--- config.mk ---
export PLATFORM = sky130hd
export DESIGN_NAME = clint_timer
export DESIGN_NICKNAME = d
export VERILOG_FILES = /design/src/rtl/clint_timer_pkg.sv /design/src/rtl/clint_prescaler.sv /design/src/rtl/clint_timer.sv
export SDC_FILE = /design/constraint.sdc
export NUM_CORES = 1
export LEC_CHECK = 0
export CELL_PAD_IN_SITES_DETAIL_PLACEMENT = 0
export CELL_PAD_IN_SITES_GLOBAL_PLACEMENT = 2
export CORE_ASPECT_RATIO = 0.9
export CORE_MARGIN = 1.5
export CORE_UTILIZATION = 34
export DETAILED_ROUTE_END_ITERATION = 10
export PLACE_DENSITY_LB_ADDON = 0.1
export SLEW_MARGIN = 20
export SYNTH_ARGS = -nofsm -noshare
export SYNTH_HDL_FRONTEND = slang
export SYNTH_SLANG_ARGS = --single-unit
--- constraint.sdc ---
create_clock -name clk -period 5.6 [get_ports clk]
set_input_delay 1.12 -clock clk [delete_from_list [all_inputs] [get_ports clk]]
set_output_delay 1.12 -clock clk [all_outputs]
set_load 0.05 [all_outputs]
--- src/rtl/clint_timer_pkg.sv ---
// Shared CLINT constants, FSM encodings and the address decode helper.
package clint_timer_pkg;

    localparam int unsigned CLINT_DATA_W = 64;
    localparam int unsigned CLINT_ADDR_W = 64;
    localparam int unsigned CLINT_STRB_W = CLINT_DATA_W / 8;

    localparam logic [63:0] CLINT_BASE         = 64'h0200_0000;
    localparam logic [15:0] CLINT_MTIMECMP_OFF = 16'h4000;
    localparam logic [15:0] CLINT_MTIME_OFF    = 16'hBFF8;

    // Bus FSM state encodings
    localparam logic [0:0] ST_IDLE = 1'b0;
    localparam logic [0:0] ST_RESP = 1'b1;

    // Result of decoding one request address
    typedef struct packed {
        logic hit_cmp;
        logic hit_time;
        logic err;
    } clint_dec_t;

    // in_window: offset upper bits are zero; off: low 16 offset bits; lsb: addr[2:0]
    function automatic clint_dec_t clint_decode(input logic        in_window,
                                                input logic [15:0] off,
                                                input logic [2:0]  lsb);
        clint_dec_t d;
        d = '0;
        if (in_window && (lsb == 3'd0)) begin
            d.hit_cmp  = (off == CLINT_MTIMECMP_OFF);
            d.hit_time = (off == CLINT_MTIME_OFF);
        end
        d.err = !(d.hit_cmp || d.hit_time);
        return d;
    endfunction

endpackage

--- src/rtl/clint_prescaler.sv ---
// Free-running divider producing a one-cycle tick every TICK_DIV clocks.
module clint_prescaler #(
    parameter int unsigned TICK_DIV = 1
) (
    input  logic clk,
    input  logic rst_n,
    output logic tick_c
);

    localparam int unsigned CNT_W = (TICK_DIV > 1) ? $clog2(TICK_DIV) : 1;
    localparam logic [CNT_W-1:0] CNT_MAX = CNT_W'(TICK_DIV - 1);

    logic [CNT_W-1:0] cnt;

    // Count 0..TICK_DIV-1 and wrap; stays at 0 when TICK_DIV is 1
    always_ff @(posedge clk or negedge rst_n) begin
        if (!rst_n) begin
            cnt <= '0;
        end else if (cnt == CNT_MAX) begin
            cnt <= '0;
        end else begin
            cnt <= cnt + CNT_W'(1);
        end
    end

    assign tick_c = (cnt == CNT_MAX);

endmodule

--- src/rtl/clint_timer.sv ---
// CLINT timer: MMIO responder for mtime/mtimecmp driving the machine timer interrupt.
module clint_timer
    import clint_timer_pkg::*;
#(
    parameter int unsigned         DATA_W   = CLINT_DATA_W,
    parameter int unsigned         ADDR_W   = CLINT_ADDR_W,
    parameter logic [ADDR_W-1:0]   BASE     = ADDR_W'(CLINT_BASE),
    parameter int unsigned         TICK_DIV = 1
) (
    input  logic                  clk,
    input  logic                  rst_n,
    input  logic                  req_valid,
    output logic                  req_ready,
    input  logic                  req_write,
    input  logic [ADDR_W-1:0]     req_addr,
    input  logic [DATA_W-1:0]     req_wdata,
    input  logic [DATA_W/8-1:0]   req_wstrb,
    output logic                  rsp_valid,
    input  logic                  rsp_ready,
    output logic [DATA_W-1:0]     rsp_rdata,
    output logic                  rsp_err,
    output logic                  clint_mtip
);

    localparam int unsigned STRB_W = DATA_W / 8;

    logic                tick_c;
    logic [DATA_W-1:0]   mtime_q;
    logic [DATA_W-1:0]   mtimecmp_q;
    logic [DATA_W-1:0]   mtime_d;
    logic [DATA_W-1:0]   mtimecmp_d;
    logic                mtip_d;

    logic [0:0]          state_q;
    logic [0:0]          state_d;
    logic                req_ready_d;
    logic                rsp_valid_d;
    logic [DATA_W-1:0]   rsp_rdata_d;
    logic                rsp_err_d;

    logic                hs_c;
    logic [ADDR_W-1:0]   off_c;
    clint_dec_t          dec_c;
    logic                wr_cmp_c;
    logic                wr_time_c;
    logic [DATA_W-1:0]   cmp_merged_c;
    logic [DATA_W-1:0]   time_merged_c;

    clint_prescaler #(
        .TICK_DIV (TICK_DIV)
    ) u_prescaler (
        .clk    (clk),
        .rst_n  (rst_n),
        .tick_c (tick_c)
    );

    assign hs_c  = req_valid & req_ready;
    assign off_c = req_addr - BASE;

    // Address decode: offset must sit inside the 64 KiB window and be 8-byte aligned
    always_comb begin
        dec_c = clint_decode(off_c[ADDR_W-1:16] == '0, off_c[15:0], req_addr[2:0]);
    end

    // Byte-lane merge of write data into the current register values
    always_comb begin
        cmp_merged_c  = mtimecmp_q;
        time_merged_c = mtime_q;
        for (int b = 0; b < STRB_W; b++) begin
            if (req_wstrb[b]) begin
                cmp_merged_c[b*8 +: 8]  = req_wdata[b*8 +: 8];
                time_merged_c[b*8 +: 8] = req_wdata[b*8 +: 8];
            end
        end
    end

    // An all-zero strobe is a no-op, so it neither loads nor suppresses the tick
    assign wr_cmp_c  = hs_c & req_write & dec_c.hit_cmp  & (|req_wstrb);
    assign wr_time_c = hs_c & req_write & dec_c.hit_time & (|req_wstrb);

    // Next register values; a bus write to mtime overrides that cycle's increment
    always_comb begin
        mtime_d    = mtime_q;
        mtimecmp_d = mtimecmp_q;
        if (wr_time_c) begin
            mtime_d = time_merged_c;
        end else if (tick_c) begin
            mtime_d = mtime_q + DATA_W'(1);
        end
        if (wr_cmp_c) begin
            mtimecmp_d = cmp_merged_c;
        end
        mtip_d = (mtime_d >= mtimecmp_d);
    end

    // Timer registers and the interrupt level, compared on the values being loaded
    always_ff @(posedge clk or negedge rst_n) begin
        if (!rst_n) begin
            mtime_q    <= '0;
            mtimecmp_q <= '1;
            clint_mtip <= 1'b0;
        end else begin
            mtime_q    <= mtime_d;
            mtimecmp_q <= mtimecmp_d;
            clint_mtip <= mtip_d;
        end
    end

    // Bus FSM next state and registered response outputs
    always_comb begin
        state_d     = state_q;
        req_ready_d = req_ready;
        rsp_valid_d = rsp_valid;
        rsp_rdata_d = rsp_rdata;
        rsp_err_d   = rsp_err;
        case (state_q)
            ST_IDLE: begin
                req_ready_d = 1'b1;
                rsp_valid_d = 1'b0;
                if (hs_c) begin
                    state_d     = ST_RESP;
                    req_ready_d = 1'b0;
                    rsp_valid_d = 1'b1;
                    rsp_err_d   = dec_c.err;
                    rsp_rdata_d = '0;
                    if (!req_write && dec_c.hit_cmp) begin
                        rsp_rdata_d = mtimecmp_q;
                    end else if (!req_write && dec_c.hit_time) begin
                        rsp_rdata_d = mtime_q;
                    end
                end
            end
            ST_RESP: begin
                req_ready_d = 1'b0;
                rsp_valid_d = 1'b1;
                if (rsp_ready) begin
                    state_d     = ST_IDLE;
                    req_ready_d = 1'b1;
                    rsp_valid_d = 1'b0;
                end
            end
            default: begin
                state_d     = ST_IDLE;
                req_ready_d = 1'b1;
                rsp_valid_d = 1'b0;
            end
        endcase
    end

    // Bus FSM state and output registers
    always_ff @(posedge clk or negedge rst_n) begin
        if (!rst_n) begin
            state_q   <= ST_IDLE;
            req_ready <= 1'b1;
            rsp_valid <= 1'b0;
            rsp_rdata <= '0;
            rsp_err   <= 1'b0;
        end else begin
            state_q   <= state_d;
            req_ready <= req_ready_d;
            rsp_valid <= rsp_valid_d;
            rsp_rdata <= rsp_rdata_d;
            rsp_err   <= rsp_err_d;
        end
    end

endmodule

==> flow_metrics.py, run 1 <==
metrics = {
    "status": {
        "outcome": "finished, violations left",
        "violations": "setup timing",
    },
    "clock_tree": {
        "cts_sinks": 196,
        "clockBufferDepth": 2,
        "clk_latency_ns": 0.47,
        "cts_buffers": 17,
        "root_buffer": "clkbuf_16",
        "clkTransAtPathRegs_ns": 0.08,
        "htreeDepth": 4,
        "cts_tree": "done",
    },
    "logic_synthesis": {
        "synth_nets": 1480,
        "yosysUniqueCellTypes": 56,
        "seq_area_frac_synth_pct": 40.7,
        "synth_seq_cells": 196,
        "synthCells": 1273,
        "ys.warnings.count": 0,
        "syn_area_um2": 12200,
        "synthFlopType": "dfrtp_1",
        "synth_area_per_cell_um2": 9.62,
        "synth-edff-count": 0,
        "async_flop_share_pct": 100,
    },
    "placed_design": {
        "io_buffers": 208,
        "hpwl_mm": 32.7,
        "gp_congestion": 0.889,
    },
    "timing": {
        "max_freq_ghz": 0.166,
        "setup_viol": 1,
        "timing.final.crit_period_ns": 6.01,
        "max_slew_margin_pct": 38.4,
        "worst_slew_pin_slew_ns": 0.924,
        "slew_viol_final": 0,
        "holdWs_ns": 0.503,
        "rsz0062_at_grt": "true",
        "hold_viol_final": 0,
        "finClkSkew_ns": 0.0123,
        "layout_setup_ws_ns": -0.414,
        "fin_crit_sh_pct": 107,
    },
    "critical_path": {
        "slowest_delay_ns": 0.50,
        "path_class": "in -> reg",
        "cp_data_required_time_ns": 5.96,
        "cp_max_fo": 5,
        "crit_path_top_delay_cell": "or4b_1",
        "critPathArrivalTime_ns": 6.38,
        "endpoint_kind": "flop",
        "crit_chain": "buf_8 > inv_8 > ha_4 > or4b_4 > or3_4 > or4b_1 > a21o_1 > a2111o_1 > nor4_4 > buf_6 > buf_12 > mux2i_2 > a21oi_2 > ha_1 > buf_6 > buf_4 > nand4_1 > or3_4 > nor3_2 > o31ai_2 > buf_4 > o2111ai_2 > a211o_1 > a221o_1",
        "cp-start-kind": "input pin",
    },
    "global_routing": {
        "grt_max_degree": 100,
        "met1_usage_pct": 34.4,
        "antenna_found_initial": 0,
        "grt-ovfl-total": 0,
        "busiest_layer": "met2",
        "met3_usage_pct": 4.03,
        "grt_use_total_pct": 23.5,
        "use_met2_pct": 36.1,
        "grt_pass1_vias": 11500,
        "grt_pass1_wl_mm": 67.3,
    },
    "die": {
        "ios": 209,
        "die_w_um": 203,
        "die-area_um2": 37200,
        "die_y_um": 183,
        "rows": 65,
        "initial_core_util_pct": 34.7,
        "core_area_um2": 35300,
    },
    "final_layout": {
        "drive_above_1_share_pct": 27.5,
        "nFillCells": 3358,
        "synthToLayoutAreaGrowth_pct": 42.0,
        "final_common_cell": "buf_4",
        "seqCellArea_um2": 4990,
        "num_antenna_cells": 0,
        "multiInputGateArea_um2": 7090,
        "num-nets-final": 1866,
        "utilization_pct": 49.3,
        "mostFrequentLayoutCells": "buf_4, clkdlybuf4s50_1, nand2_1",
    },
    "flow_run": {
        "maxCapViolCount": 0,
    },
    "route": {
        "drc": 0,
        "finalWirelength_mm": 43.1,
        "vias": 11500,
        "wl_per_cell_um": 20.1,
        "vias_per_cell": 5.39,
        "drt-initial-drc-count": 737,
        "detail-route-antenna-nets": 0,
        "drt-pass1-iter-count": 5,
    },
    "power": {
        "p_per_area_nw_per_um2": 175,
        "peakVddDrop_mv": 0.200,
        "p_leak_nw": 7.94,
    },
    "hold_path": {
        "holdCritPathClass": "reg -> reg",
    },
}
==> critical path, delay by kind of cell <==
kind                       cells  cell delay, ns
AOI/OAI and AO/OA              7            1.70
and+or+nand+nor                7            2.00
muxes                          1            0.21
buffers and inverters          7            0.86
adders and majority gates      2            0.46
==> path summary, 6_finish.rpt <==
path | startpoint | end | slack, ns | cells past startpoint
max reg2reg | mtime_q[10]$_DFF_PN0_ | clint_mtip$_DFF_PN0_ | 0.76 | 17
min in group asynchronous | rst_n | rsp_rdata[51]$_DFFE_PN0P_ | 0.68 | 1
max in group asynchronous | rst_n | rsp_rdata[21]$_DFFE_PN0P_ | 3.86 | 2
max | req_addr[25] | clint_mtip$_DFF_PN0_ | -0.41 | 24
min | rsp_rdata[57]$_DFFE_PN0P_ | rsp_rdata[57]$_DFFE_PN0P_ | 0.50 | 2
min reg2reg | rsp_rdata[57]$_DFFE_PN0P_ | rsp_rdata[57]$_DFFE_PN0P_ | 0.50 | 2
==> area by class of cell <==
| cell class | count | area share, % |
|---|---|---|
| clock buffer | 17 | 2.45 |
| clock inverter | 15 | 0.792 |
| inverter | 57 | 1.35 |
| tap | 469 | 3.38 |
| timing repair buffer | 425 | 22.6 |
| multi-input combinational | 962 | 40.8 |
| sequential | 196 | 28.7 |
==> per-layer routing <==
layer / routed length [um] / share of wire [%] / vias up
met1: 21500 / 50 / 5622
met5: 0 / 0 / -
met3: 2080 / 4.8 / 35
met4: 638 / 1.5 / 0
li1: - / - / 5558
met2: 18900 / 44 / 316
==> logic make-up after synthesis <==
group,count (synthesis),synth area share [%]
AOI/OAI and AO/OA,269,15.6
xor gates and xnor gates,7,0.501
muxes,168,14.5
buffers and inverters,115,3.66
adders and majority gates,66,6.75
and+or+nand+nor,452,18.3
DFF,196,40.7
==> metrics by stage <==
stage,TNS [ns],instance area [um2],setup WS [ns],cells,power [mW]
after floorplan,-0.702,12300,-0.702,1273,1.57
after global placement,-1.53,16400,-1.53,2087,1.83
after detailed placement,-1.63,16400,-1.63,2087,1.83
after CTS,-0.259,17300,-0.259,2137,3.09
after global routing,-0.599,17400,-0.599,2141,3.16
final,-0.414,17400,-0.414,2141,3.05
==> power by group <==
group          switching, mW  total [mW]  internal, mW
sequential            0.0111        1.44          1.43
combinational          0.219       0.367         0.148
clock                  0.649        1.24         0.589
==> Yosys cell counts, drive strengths merged (2+ instances only) <==
cell type / count / share of area, %
ha: 66 / 6.7
a21oi: 59 / 2.4
nor3: 34 / 1.4
xnor2: 5 / 0.36
o22ai: 12 / 0.61
nor4: 28 / 1.7
o221a: 11 / 1.0
nand2: 180 / 5.7
nand3: 37 / 1.5
a21o: 20 / 1.2
or3: 9 / 0.46
clkbuf: 43 / 1.3
and4: 5 / 0.36
dfstp: 65 / 14
o21ai: 21 / 0.86
buf: 15 / 0.59
mux2i: 98 / 8.0
xor2: 2 / 0.14
o2111ai: 2 / 0.14
a211oi: 6 / 0.37
o21a: 7 / 0.43
or4b: 2 / 0.16
or4: 11 / 0.67
nand4: 45 / 2.3
dfrtp: 131 / 27
or2: 12 / 0.61
and2: 2 / 0.10
o32ai: 32 / 2.3
mux2: 70 / 6.4
o32a: 4 / 0.33
and3: 10 / 0.51
nor2b: 6 / 0.31
a2111o: 2 / 0.18
o21bai: 12 / 0.74
a31oi: 6 / 0.31
nand2b: 9 / 0.46
a2111oi: 3 / 0.22
o31ai: 2 / 0.12
a22oi: 64 / 3.9
nor2: 59 / 1.8
inv: 57 / 1.7
==> repair_timing <==
item | in CTS | in global routing
pin swaps | 35 | 14
setup endpoints to repair | 1 | 1
gates resized for setup | 61 | 22
buffers inserted | 17 | 4
hold buffers | 0 | 0
cloned | 1 | 0
==> registers in the layout (all words and copies together) (netlist names) <==
| signal | cells |
|---|---|
| clint_mtip | 1 |
| mtime_q | 64 |
| mtimecmp_q | 64 |
| req_ready | 1 |
| rsp_err | 1 |
| rsp_rdata | 64 |
| state_q | 1 |
(Power assumes the default switching activity.)
==> inputs of run 2 (changes only) <==
--- a/config.mk
+++ b/config.mk
@@ -8,7 +8,7 @@
 export CELL_PAD_IN_SITES_DETAIL_PLACEMENT = 0
 export CELL_PAD_IN_SITES_GLOBAL_PLACEMENT = 2
 export CORE_ASPECT_RATIO = 0.9
-export CORE_MARGIN = 1.5
+export CORE_MARGIN = 2
 export CORE_UTILIZATION = 34
 export DETAILED_ROUTE_END_ITERATION = 10
 export PLACE_DENSITY_LB_ADDON = 0.1
==> run 2 against run 1 <==
Compared with the run above:
- sequential cell count unchanged
- sequential share of layout area decreased by 0.16 points
- via count increased by 0.17%
- clock skew about the same
- power increased by 1.3%
- routed wire length increased by 2.2%
- the run still ends with setup timing left
- sequential power about the same
- first-iteration DRC count increased by 4.6%
- critical endpoint unchanged
- die area increased by 1.0%
- setup slack improved by 0.059 ns
- highest routed layer unchanged
- clock power increased by 3%
==> flow_metrics.py, run 2 (same netlist as run 1, synthesis figures left out) <==
metrics = {
    "global_routing": {
        "grt_max_degree": 102,
        "grt-ovfl-total": 0,
        "grt_pass1_vias": 11500,
        "antenna_found_initial": 0,
        "grt_use_total_pct": 23.7,
        "grt_pass1_wl_mm": 68.3,
    },
    "final_layout": {
        "num-nets-final": 1874,
        "final_cells": 2149,
        "final_common_cell": "buf_4",
        "synthToLayoutAreaGrowth_pct": 42.8,
        "fin_area_um2": 17500,
        "biggestRegsByFlops": "mtime_q: 64 flops, mtimecmp_q: 64 flops, rsp_rdata: 64 flops",
        "mostFrequentLayoutCells": "buf_4, clkdlybuf4s50_1, nand2_1",
        "num_antenna_cells": 0,
        "nFillCells": 3347,
        "drive_above_1_share_pct": 28.3,
    },
    "die": {
        "initial_core_util_pct": 34.7,
        "die-area_um2": 37500,
        "die_w_um": 204,
        "rows": 65,
        "ios": 209,
        "core_area_um2": 35300,
        "die_y_um": 184,
    },
    "timing": {
        "rsz0062_at_grt": "true",
        "finClkSkew_ns": 0.0124,
        "fin_crit_sh_pct": 106,
        "max_freq_ghz": 0.168,
        "hold_viol_final": 0,
        "slew_viol_final": 0,
        "timing.final.crit_period_ns": 5.96,
        "max_slew_margin_pct": 36.3,
        "setup_viol": 1,
        "worst_slew_pin_slew_ns": 0.955,
        "layout_setup_ws_ns": -0.355,
    },
    "placed_design": {
        "dp_slack_ns": -1.57,
        "dpl.cell_count": 2080,
        "hpwl_mm": 32.9,
        "io_buffers": 208,
        "postPlaceCellArea_um2": 16300,
        "gp_congestion": 0.863,
    },
    "critical_path": {
        "crit_chain": "buf_6 > inv_12 > ha_4 > or4b_4 > or3_4 > or4b_1 > a21o_1 > a2111o_1 > nor4_4 > buf_12 > buf_16 > buf_4 > mux2i_1 > a21oi_1 > ha_1 > a21oi_2 > nor2b_1 > o21ai_1 > a2111oi_2 > a211oi_1 > buf_4 > inv_1 > a211o_1 > a221o_1",
        "endpoint_kind": "flop",
        "cp_data_required_time_ns": 5.95,
        "cp-start-kind": "input pin",
        "reg2reg_from": "mtime_q[2]$_DFF_PN0_",
        "path_class": "in -> reg",
        "reg2reg_depth": 16,
        "r2r-end": "clint_mtip$_DFF_PN0_",
        "crit_path_top_delay_cell": "or4b_1",
        "critPathArrivalTime_ns": 6.31,
        "cpMostUsedCell": "buf_4",
        "slowest_delay_ns": 0.53,
        "reg2reg_slack_ns": 0.59,
        "cp-startpoint": "req_addr[26]",
        "cp_max_fo": 8,
    },
    "route": {
        "detail-route-antenna-nets": 0,
        "vias": 11600,
        "vias_per_cell": 5.38,
        "drt-initial-drc-count": 771,
        "wl_per_cell_um": 20.5,
        "finalWirelength_mm": 44.1,
        "drc": 0,
        "drt-pass1-iter-count": 6,
    },
    "clock_tree": {
        "cts_buffers": 17,
        "clk_latency_ns": 0.47,
        "htreeDepth": 4,
        "root_buffer": "clkbuf_16",
        "clkTransAtPathRegs_ns": 0.08,
        "cts_tree": "done",
        "clockBufferDepth": 2,
        "cts_sinks": 196,
    },
    "power": {
        "peakVddDrop_mv": 0.213,
        "p_leak_nw": 7.86,
        "p_per_area_nw_per_um2": 177,
        "power.total_mw": 3.09,
    },
    "status": {
        "violations": "setup timing",
        "outcome": "finished, violations left",
    },
    "hold_path": {
        "min_from": "mtime_q[29]$_DFF_PN0_",
        "hold_end": "rsp_rdata[29]$_DFFE_PN0P_",
        "holdCritPathClass": "reg -> reg",
        "min_path_cells": 2,
    },
    "flow_run": {
        "maxCapViolCount": 0,
    },
}
-- run 2: layout make-up --
type	instances	area (um2)	share of cell area, %
tap	469	587	3.36
inverter	57	234	1.34
clock inverter	14	141	0.809
sequential	196	4990	28.5
multi-input combinational	962	7090	40.6
timing repair buffer	433	4000	22.9
clock buffer	18	439	2.51
-- run 2: worst max path at each step --
stage                            to  depth (start not counted)
6_report       clint_mtip$_DFF_PN0_                         24
2_1_floorplan  clint_mtip$_DFF_PN0_                         20
3_5_place_dp   clint_mtip$_DFF_PN0_                         24
4_1_cts        clint_mtip$_DFF_PN0_                         22
5_1_grt        clint_mtip$_DFF_PN0_                         24
3_3_place_gp   clint_mtip$_DFF_PN0_                         24
-- run 2: stage by stage --
| stage | setup TNS (ns) | hold slack (ns) | utilization [%] |
|---|---|---|---|
| final | -0.355 | 0.494 | 49.5 |
| after global routing | -0.563 | 0.536 | 49.5 |
| after CTS | -0.259 | 0.498 | 49.2 |
| after detailed placement | -1.57 | 0.469 | 46.2 |
| after global placement | -1.48 | 0.475 | 46.2 |
| after floorplan | -0.702 | 0.446 | - |
-- run 2: metal layers --
layer	up-vias	track usage [%]	routed length [um]
met5	-	0	0
met4	0	6.17	807
met3	33	4.56	2220
met2	293	35.7	18900
met1	5652	34.7	22200
li1	5573	-	-
-- run 2: critical path: cells and delay by family --
family	cells	cell delay, ns
simple gates	5	1.61
buf+inv	7	0.81
compound gates	9	2.11
fa+ha+maj	2	0.45
mux	1	0.22
-- run 2: where the power goes --
group          total, mW  leakage, nW  switching (mW)  internal (mW)
combinational      0.366         5.12           0.219          0.147
clock               1.28        0.273           0.639          0.639
sequential          1.44         2.47          0.0128           1.43
-- run 2: timing repair --
| item | CTS | global route |
|---|---|---|
| hold buffers | 0 | 0 |
| pin swaps | 37 | 10 |
| endpoints found under the hold margin | 0 | 0 |
| endpoints found under the setup margin | 1 | 1 |
| cloned | 3 | 0 |
| resized for setup | 67 | 9 |
| setup buffers | 26 | 9 |
